File: src/rtl/slot_spi_pkg.sv
// Shared opcode encoding and default widths for the slot-machine SPI command decoder.
package slot_spi_pkg;

    localparam int DEF_FRAME_W     = 16;
    localparam int DEF_OPC_W       = 4;
    localparam int DEF_NUM_REELS   = 3;
    localparam int DEF_REEL_W      = 4;
    localparam int DEF_CRED_W      = 12;
    localparam int DEF_SYNC_STAGES = 2;

    typedef enum logic [DEF_OPC_W-1:0] {
        OPC_NOP   = 4'd0,
        OPC_SPIN  = 4'd1,
        OPC_WIN   = 4'd2,
        OPC_TOTAL = 4'd3
    } opc_e;

endpackage

File: src/rtl/spi_sync_edge.sv
// Multi-flop synchroniser for one asynchronous pin, with single-cycle rise/fall pulses
// derived from the synchronised level.
module spi_sync_edge #(
    parameter int STAGES = 2
) (
    input  logic clk,
    input  logic reset_n,
    input  logic async_i,
    output logic sync_o,
    output logic rise_o,
    output logic fall_o
);

    logic [STAGES-1:0] sync_q;
    logic              prev_q;

    // Clearing to 0 means a pin already low when reset releases never produces a
    // fall, so a frame interrupted by reset cannot be re-armed half way through.
    // NOTE: sequential state uses non-blocking (<=) so every flop samples pre-edge values.
    always_ff @(posedge clk) begin
        if (!reset_n) begin
            sync_q <= '0;
            prev_q <= 1'b0;
        end else begin
            sync_q <= {sync_q[STAGES-2:0], async_i};
            prev_q <= sync_q[STAGES-1];
        end
    end

    assign sync_o = sync_q[STAGES-1];
    assign rise_o = sync_o & ~prev_q;
    assign fall_o = ~sync_o & prev_q;

endmodule

File: src/rtl/spi_frame_decoder.sv
// Oversampled mode-0 SPI target: decodes fixed-length command frames into reel, win and
// total-credit controls, and returns {last opcode, frame count} on sdo during each frame.
module spi_frame_decoder
    import slot_spi_pkg::*;
#(
    parameter int FRAME_W     = DEF_FRAME_W,
    parameter int OPC_W       = DEF_OPC_W,
    parameter int NUM_REELS   = DEF_NUM_REELS,
    parameter int REEL_W      = DEF_REEL_W,
    parameter int CRED_W      = DEF_CRED_W,
    parameter int SYNC_STAGES = DEF_SYNC_STAGES
) (
    input  logic                          clk,
    input  logic                          reset_n,
    input  logic                          sclk,
    input  logic                          cs,
    input  logic                          copi,
    output logic                          sdo,
    output logic [NUM_REELS*REEL_W-1:0]   reel_idx,
    output logic                          start_spin,
    output logic [CRED_W-1:0]             win_credits,
    output logic                          is_win,
    output logic [CRED_W-1:0]             total_credits,
    output logic                          is_total,
    output logic                          frame_err
);

    localparam int PAY_W     = FRAME_W - OPC_W;
    localparam int REEL_BITS = NUM_REELS * REEL_W;
    localparam int CNT_W     = $clog2(FRAME_W + 2);
    localparam logic [CNT_W-1:0] CNT_FULL = CNT_W'(FRAME_W);
    localparam logic [CNT_W-1:0] CNT_SAT  = CNT_W'(FRAME_W + 1);

    logic sclk_lvl_unused;
    logic sclk_rise, sclk_fall;
    logic cs_s, cs_rise, cs_fall;
    logic copi_s;

    spi_sync_edge #(.STAGES(SYNC_STAGES)) u_sclk_sync (
        .clk     (clk),
        .reset_n (reset_n),
        .async_i (sclk),
        .sync_o  (sclk_lvl_unused),
        .rise_o  (sclk_rise),
        .fall_o  (sclk_fall)
    );

    spi_sync_edge #(.STAGES(SYNC_STAGES)) u_cs_sync (
        .clk     (clk),
        .reset_n (reset_n),
        .async_i (cs),
        .sync_o  (cs_s),
        .rise_o  (cs_rise),
        .fall_o  (cs_fall)
    );

    logic [SYNC_STAGES-1:0] copi_sync_q;

    always_ff @(posedge clk) begin
        if (!reset_n) copi_sync_q <= '0;
        else          copi_sync_q <= {copi_sync_q[SYNC_STAGES-2:0], copi};
    end

    assign copi_s = copi_sync_q[SYNC_STAGES-1];

    logic                 armed_q,       armed_d;
    logic                 pend_q,        pend_d;
    logic [CNT_W-1:0]     bit_cnt_q,     bit_cnt_d;
    logic [FRAME_W-1:0]   rx_sr_q,       rx_sr_d;
    logic [FRAME_W-1:0]   resp_sr_q,     resp_sr_d;
    logic                 sdo_q,         sdo_d;
    logic [PAY_W-1:0]     frame_cnt_q,   frame_cnt_d;
    logic [OPC_W-1:0]     last_opc_q,    last_opc_d;
    logic [REEL_BITS-1:0] reel_q,        reel_d;
    logic [CRED_W-1:0]    win_q,         win_d;
    logic [CRED_W-1:0]    total_q,       total_d;
    logic                 start_spin_q,  start_spin_d;
    logic                 is_win_q,      is_win_d;
    logic                 is_total_q,    is_total_d;
    logic                 frame_err_q,   frame_err_d;

    always_ff @(posedge clk) begin
        if (!reset_n) begin
            armed_q      <= 1'b0;
            pend_q       <= 1'b0;
            bit_cnt_q    <= '0;
            rx_sr_q      <= '0;
            resp_sr_q    <= '0;
            sdo_q        <= 1'b0;
            frame_cnt_q  <= '0;
            last_opc_q   <= '0;
            reel_q       <= '0;
            win_q        <= '0;
            total_q      <= '0;
            start_spin_q <= 1'b0;
            is_win_q     <= 1'b0;
            is_total_q   <= 1'b0;
            frame_err_q  <= 1'b0;
        end else begin
            armed_q      <= armed_d;
            pend_q       <= pend_d;
            bit_cnt_q    <= bit_cnt_d;
            rx_sr_q      <= rx_sr_d;
            resp_sr_q    <= resp_sr_d;
            sdo_q        <= sdo_d;
            frame_cnt_q  <= frame_cnt_d;
            last_opc_q   <= last_opc_d;
            reel_q       <= reel_d;
            win_q        <= win_d;
            total_q      <= total_d;
            start_spin_q <= start_spin_d;
            is_win_q     <= is_win_d;
            is_total_q   <= is_total_d;
            frame_err_q  <= frame_err_d;
        end
    end

    logic [OPC_W-1:0]   opc;
    logic [PAY_W-1:0]   payload;
    logic [FRAME_W-1:0] resp_load;

    assign opc       = rx_sr_q[FRAME_W-1 -: OPC_W];
    assign payload   = rx_sr_q[PAY_W-1:0];
    assign resp_load = {last_opc_q, frame_cnt_q};

    // Serial side: cs edges take priority, so an sclk edge landing in the same
    // cycle as a cs edge is dropped.
    // NOTE: every signal written here gets a default first, so no latch is inferred.
    always_comb begin
        armed_d   = armed_q;
        pend_d    = 1'b0;
        bit_cnt_d = bit_cnt_q;
        rx_sr_d   = rx_sr_q;
        resp_sr_d = resp_sr_q;
        sdo_d     = sdo_q;

        if (cs_fall) begin
            armed_d   = 1'b1;
            bit_cnt_d = '0;
            resp_sr_d = resp_load;
            sdo_d     = resp_load[FRAME_W-1];
        end else if (cs_s) begin
            sdo_d = 1'b0;
            if (cs_rise && armed_q) begin
                armed_d = 1'b0;
                pend_d  = 1'b1;
            end
        end else if (armed_q) begin
            if (sclk_rise) begin
                rx_sr_d = {rx_sr_q[FRAME_W-2:0], copi_s};
                if (bit_cnt_q != CNT_SAT) bit_cnt_d = bit_cnt_q + CNT_W'(1);
            end
            // Zeros shift in behind the response, so sdo idles at 0 once it is spent.
            if (sclk_fall) begin
                resp_sr_d = {resp_sr_q[FRAME_W-2:0], 1'b0};
                sdo_d     = resp_sr_q[FRAME_W-2];
            end
        end
    end

    logic frame_ok;

    // Decode runs one cycle after an armed cs rise, on the captured frame.
    always_comb begin
        frame_ok     = 1'b0;
        frame_cnt_d  = frame_cnt_q;
        last_opc_d   = last_opc_q;
        reel_d       = reel_q;
        win_d        = win_q;
        total_d      = total_q;
        start_spin_d = 1'b0;
        is_win_d     = 1'b0;
        is_total_d   = 1'b0;
        frame_err_d  = 1'b0;

        if (pend_q) begin
            if (bit_cnt_q != CNT_FULL) begin
                frame_err_d = 1'b1;
            end else begin
                case (opc)
                    OPC_W'(OPC_NOP): begin
                        frame_ok = 1'b1;
                    end
                    OPC_W'(OPC_SPIN): begin
                        frame_ok     = 1'b1;
                        reel_d       = payload[REEL_BITS-1:0];
                        start_spin_d = 1'b1;
                    end
                    OPC_W'(OPC_WIN): begin
                        frame_ok = 1'b1;
                        win_d    = payload[CRED_W-1:0];
                        is_win_d = 1'b1;
                    end
                    OPC_W'(OPC_TOTAL): begin
                        frame_ok   = 1'b1;
                        total_d    = payload[CRED_W-1:0];
                        is_total_d = 1'b1;
                    end
                    default: begin
                        frame_err_d = 1'b1;
                    end
                endcase
            end
            if (frame_ok) begin
                last_opc_d  = opc;
                frame_cnt_d = frame_cnt_q + PAY_W'(1);
            end
        end
    end

    assign sdo           = sdo_q;
    assign reel_idx      = reel_q;
    assign start_spin    = start_spin_q;
    assign win_credits   = win_q;
    assign is_win        = is_win_q;
    assign total_credits = total_q;
    assign is_total      = is_total_q;
    assign frame_err     = frame_err_q;

endmodule
File: config.mk
export PLATFORM = sky130hd
export DESIGN_NAME = spi_frame_decoder
export DESIGN_NICKNAME = d
export VERILOG_FILES = /design/src/rtl/slot_spi_pkg.sv /design/src/rtl/spi_sync_edge.sv /design/src/rtl/spi_frame_decoder.sv
export SDC_FILE = /design/constraint.sdc
export NUM_CORES = 1
export LEC_CHECK = 0
export ABC_AREA = 1
export BUFFER_PORTS_ARGS = -buffer_cell sky130_fd_sc_hd__buf_2
export CAP_MARGIN = 20
export CORE_MARGIN = 1.5
export CORE_UTILIZATION = 25
export CTS_BUF_LIST = sky130_fd_sc_hd__clkbuf_8
export CTS_CLUSTER_SIZE = 14
export DETAILED_ROUTE_END_ITERATION = 8
export GPL_ROUTABILITY_DRIVEN = 0
export PLACE_DENSITY = 0.43
export SLEW_MARGIN = 20
export SYNTH_ARGS = -nofsm -noshare
export SYNTH_HDL_FRONTEND = slang
export SYNTH_SLANG_ARGS = --single-unit
File: constraint.sdc
create_clock -name clk -period 1.5 [get_ports clk]
set_input_delay 0.45 -clock clk [delete_from_list [all_inputs] [get_ports clk]]
set_output_delay 0.45 -clock clk [all_outputs]
set_load 0.05 [all_outputs]
==> results.md <==
- The total nets after synthesis is 560.
- The most used flip-flop cell after synthesis is sky130_fd_sc_hd__dfxtp_1.
- The maximum level of the CTS H-tree is 3.
- The routed layout has 3580 vias.
- The worst setup path is launched from a flip-flop.
- In the final routed layout, each cell accounts on average for 11.9 microns.
- The detail-routed via count per cell is 4.29.
- The total setup violations reported at the end of the flow is 0.
- The distinct cell type count after synthesis is 26.
- STA classifies the critical path endpoint as a flip-flop.
- The effective utilization at floorplan is 0.259.
- The first TritonRoute pass finished after 4 iterations.
- The critical path is of the flip-flop to flip-flop type.
- The final-report max-slew violation count is 0.
- The proportion of register bits with asynchronous set or reset after synthesis is 0.
- Of the available clock period, the critical path in the final layout requires 0.974.
- The area of the mapped netlist is 4140 sq um.
- The max-capacitance violation count is 0.
- The transition time of the tightest slew-check pin is 0.389 ns.
- The required time at the worst-slack endpoint is 1.77 ns.
- Averaged over all synthesized cells, the footprint is 7.51 sq um.
- Traced cell by cell, the critical path runs through inv_2 -> ha_1 -> nand2_1 -> inv_2 -> nand3_4 -> nor2_4 -> buf_12 -> buf_12 -> buf_16 -> a21oi_1 -> nor2_1.
- Counting flops with a built-in enable in the synthesized netlist gives 0.
- The maximum frequency from static timing analysis is 0.685 GHz.
- The run finished with clean final reports.
- The most common cell in the synthesized netlist is sky130_fd_sc_hd__dfxtp_1.
- The finished cells cover 5260 sq um.
- During I/O placement, the number of pins put on the boundary was 46.
- The number of buffers inserted by hold repair at cts is 0.
- The number of buffers created by CTS is 9.
- The worst pin sits at a relative slew slack of 0.741.
- For this design the static power due to leakage is 2.22 nW.
- The worst hold path belongs to the class input pin to flip-flop.
- On the final layout, the worst hold slack is 0.264 ns.
- Detailed placement ended at an HPWL of 6810 microns.
- The number of cells after detailed placement is 809.
- The largest area contributor in the netlist is sky130_fd_sc_hd__dfxtp_1.
- The share of the synthesized area in the top cell type is 0.498.
- The longest individual stage delay on the worst path is 0.35 ns.
- The peak ir drop on the vdd network is 0.376 mV.
- Setup repair after global routing could not meet its margin everywhere.
- The final layout contains routed wiring with a total length of 9910 microns.
- The TritonCTS clock tree is yes.
- The highest fanout seen on the critical path is 10.
- Entering global routing, the biggest net connects 33 pins.
- The number of buffer and inverter stages on the critical path is 5.
- The worst clock skew on the final layout is 0.0126 ns.
- The gate count after technology mapping is 551.
- The cell family contributing the most delay on the critical path is buffers and inverters.
- By area the synthesized netlist is led by sky130_fd_sc_hd__dfxtp_1 (50%), sky130_fd_sc_hd__o21ai_0 (8.5%), sky130_fd_sc_hd__nand2_1 (8.2%).
- CTS saw 103 sinks.
- The total number of yosys warnings is 0.
- Once placement finished, the instance area stood at 4740 sq um.
- During placement, the flow inserted port buffers numbering 45.
- The final layout contains 623 nets.
- After layout, the minimum clock period comes to 1.46 ns.
- For this run, the total global-route usage over all layers was measured as 0.114.
- Counting instances in the post-synthesis netlist gives the leading cell types as sky130_fd_sc_hd__dfxtp_1 (103), sky130_fd_sc_hd__nand2_1 (90), sky130_fd_sc_hd__nor2_1 (78).
- The clock transition time at the flip-flop clock pins of the worst setup and hold paths is 0.10 ns.
- The total congestion overflow after global routing is 0.
- The slowest stage of the critical path belongs to the cell sky130_fd_sc_hd__dfxtp_2.
- The number of antenna violations at the first check in global routing was 0.
- The initialized floorplan defines 46 standard-cell rows.
- The power density of the placed cells is 900 nW/um^2.
- The proportion of layout cells with a drive suffix above 1 is 0.212.
- The signal arrival time at the worst endpoint is 1.73 ns.
- Clock latency on the worst-skew pair, taken at its later pin, is 0.37 ns.
- The first global-routing pass estimated 16100 microns of wire.
- The total DRC errors in the routed layout is 0.
- The number of nets with antenna violations after detailed routing is 0.
- The number of failing hold endpoints at the final stage is 0.
- The clock root buffer master is sky130_fd_sc_hd__clkbuf_8.
- The number of storage elements in the synthesis netlist is 103.
- The number of antenna diodes in the final layout is 0.
- The core outline area is 16000 sq um.
- The initial detailed-routing violation count is 198.
- The area of the die is 17300 sq um.
- The horizontal extent of the die is 132 microns.
- From synthesis to final layout, the design area changed by 27.0%.
- The maximum clock insertion buffer count is 2.
- The finished layout holds 835 standard cells, fillers aside.
- The number of fill cells is 1721.
- The vertical die dimension is 132 microns.
- The number of global-route vias before repair is 3261.
- The share of synthesized area occupied by flip-flops and latches is 0.498.
[placed cells by master, fill, tap and decap left out, types with 2 or more instances in the layout]
cell type	n
sky130_fd_sc_hd__o21ai_0	67
sky130_fd_sc_hd__clkbuf_8	9
sky130_fd_sc_hd__clkinv_2	2
sky130_fd_sc_hd__inv_1	56
sky130_fd_sc_hd__nand4_1	17
sky130_fd_sc_hd__xnor2_1	2
sky130_fd_sc_hd__clkbuf_4	21
sky130_fd_sc_hd__nand2_4	3
sky130_fd_sc_hd__ha_1	3
sky130_fd_sc_hd__inv_8	2
sky130_fd_sc_hd__o21ai_1	3
sky130_fd_sc_hd__dfxtp_1	101
sky130_fd_sc_hd__nand3_1	17
sky130_fd_sc_hd__buf_4	26
sky130_fd_sc_hd__nor2_1	76
sky130_fd_sc_hd__clkinvlp_4	4
sky130_fd_sc_hd__nor2_4	3
sky130_fd_sc_hd__buf_12	9
sky130_fd_sc_hd__inv_2	5
sky130_fd_sc_hd__nand2_1	87
sky130_fd_sc_hd__a21oi_1	52
sky130_fd_sc_hd__nor3_1	6
sky130_fd_sc_hd__nor2_2	3
sky130_fd_sc_hd__buf_16	2
sky130_fd_sc_hd__a21oi_2	4
sky130_fd_sc_hd__buf_2	23
sky130_fd_sc_hd__nor3_2	2
sky130_fd_sc_hd__dfxtp_2	2
[routing by layer]
layer,up-vias,global-route usage,share of wire
met5,-,0,0
met4,0,0.0352,0.0099
met3,10,0.0320,0.032
met2,47,0.187,0.47
met1,1625,0.146,0.49
li1,1898,-,-
[sequential cells by signal, summed over array words and instances, names as in the netlist, 2 cells and up]
| register | flops |
|---|---|
| u_sclk_sync.sync_q | 2 |
| frame_cnt_q | 12 |
| last_opc_q | 4 |
| u_cs_sync.sync_q | 2 |
| resp_sr_q | 15 |
| reel_idx | 12 |
| bit_cnt_q | 5 |
| rx_sr_q | 16 |
| total_credits | 12 |
| win_credits | 12 |
| copi_sync_q | 2 |
[power breakdown]
part	switching, W	internal [W]
Sequential	0.0000105	0.00276
Combinational	0.000108	0.0000615
Clock	0.000999	0.000795
Total	0.00112	0.00361
[per-stage QoR]
| stage | setup WS (ns) | total power, W | utilization | TNS (ns) |
|---|---|---|---|---|
| floorplan | 0.0912 | 0.00294 | - | 0 |
| global placement | -0.000312 | 0.00300 | 0.296 | -0.000312 |
| detailed placement | -0.0536 | 0.00300 | 0.296 | -0.0645 |
| CTS | -0.0280 | 0.00485 | 0.316 | -0.121 |
| global route | -0.0577 | 0.00497 | 0.329 | -0.825 |
| finish | 0.0395 | 0.00473 | 0.329 | 0 |
[cells by family (layout without fill, tap and decap cells)]
group                      count (synthesis)  in the layout  synth area share
buffers and inverters                     96            164             0.102
xor gates and xnor gates                   3              3           0.00635
DFF                                      103            103             0.498
and+or+nand+nor                          218            218             0.226
AOI/OAI and AO/OA                        127            127             0.155
adders and majority gates                  4              4            0.0121
[area by class of cell]
type / count / area, sq um / share of cell area
tap: 216 / 270 / 0.0514
inverter: 63 / 244 / 0.0464
clock inverter: 7 / 78.8 / 0.0150
timing repair buffer: 83 / 739 / 0.141
clock buffer: 9 / 124 / 0.0236
multi-input combinational: 352 / 1720 / 0.328
sequential: 103 / 2060 / 0.393
timing repair inverter: 2 / 12.5 / 0.00238
[path summary, 6_finish.rpt]
kind	start	to	slack (ns)	cells after the start
min	cs	u_cs_sync.sync_q[0]$_SDFF_PN0_	0.26	3
min reg2reg	u_cs_sync.sync_q[0]$_SDFF_PN0_	u_cs_sync.sync_q[1]$_SDFF_PN0_	0.42	2
max	bit_cnt_q[0]$_SDFFE_PP0P_	frame_cnt_q[7]$_SDFFE_PN0P_	0.04	11
max reg2reg	bit_cnt_q[0]$_SDFFE_PP0P_	frame_cnt_q[7]$_SDFFE_PN0P_	0.04	11
[worst register-to-register path: cells and delay by family (launching register included)]
kind / cells / cell delay, ns
buffers and inverters: 5 / 0.48
DFF: 1 / 0.35
and+or+nand+nor: 4 / 0.24
adders and majority gates: 1 / 0.18
AOI/OAI and AO/OA: 1 / 0.13
[repair_timing]
action                                  in CTS  in global routing
pin swaps                                    2                  7
endpoints found under the setup margin      10                 71
gates resized for setup                      5                 48
cloned                                       2                  3
setup buffers                                3                  2
Power figures use the tool's default switching activity.
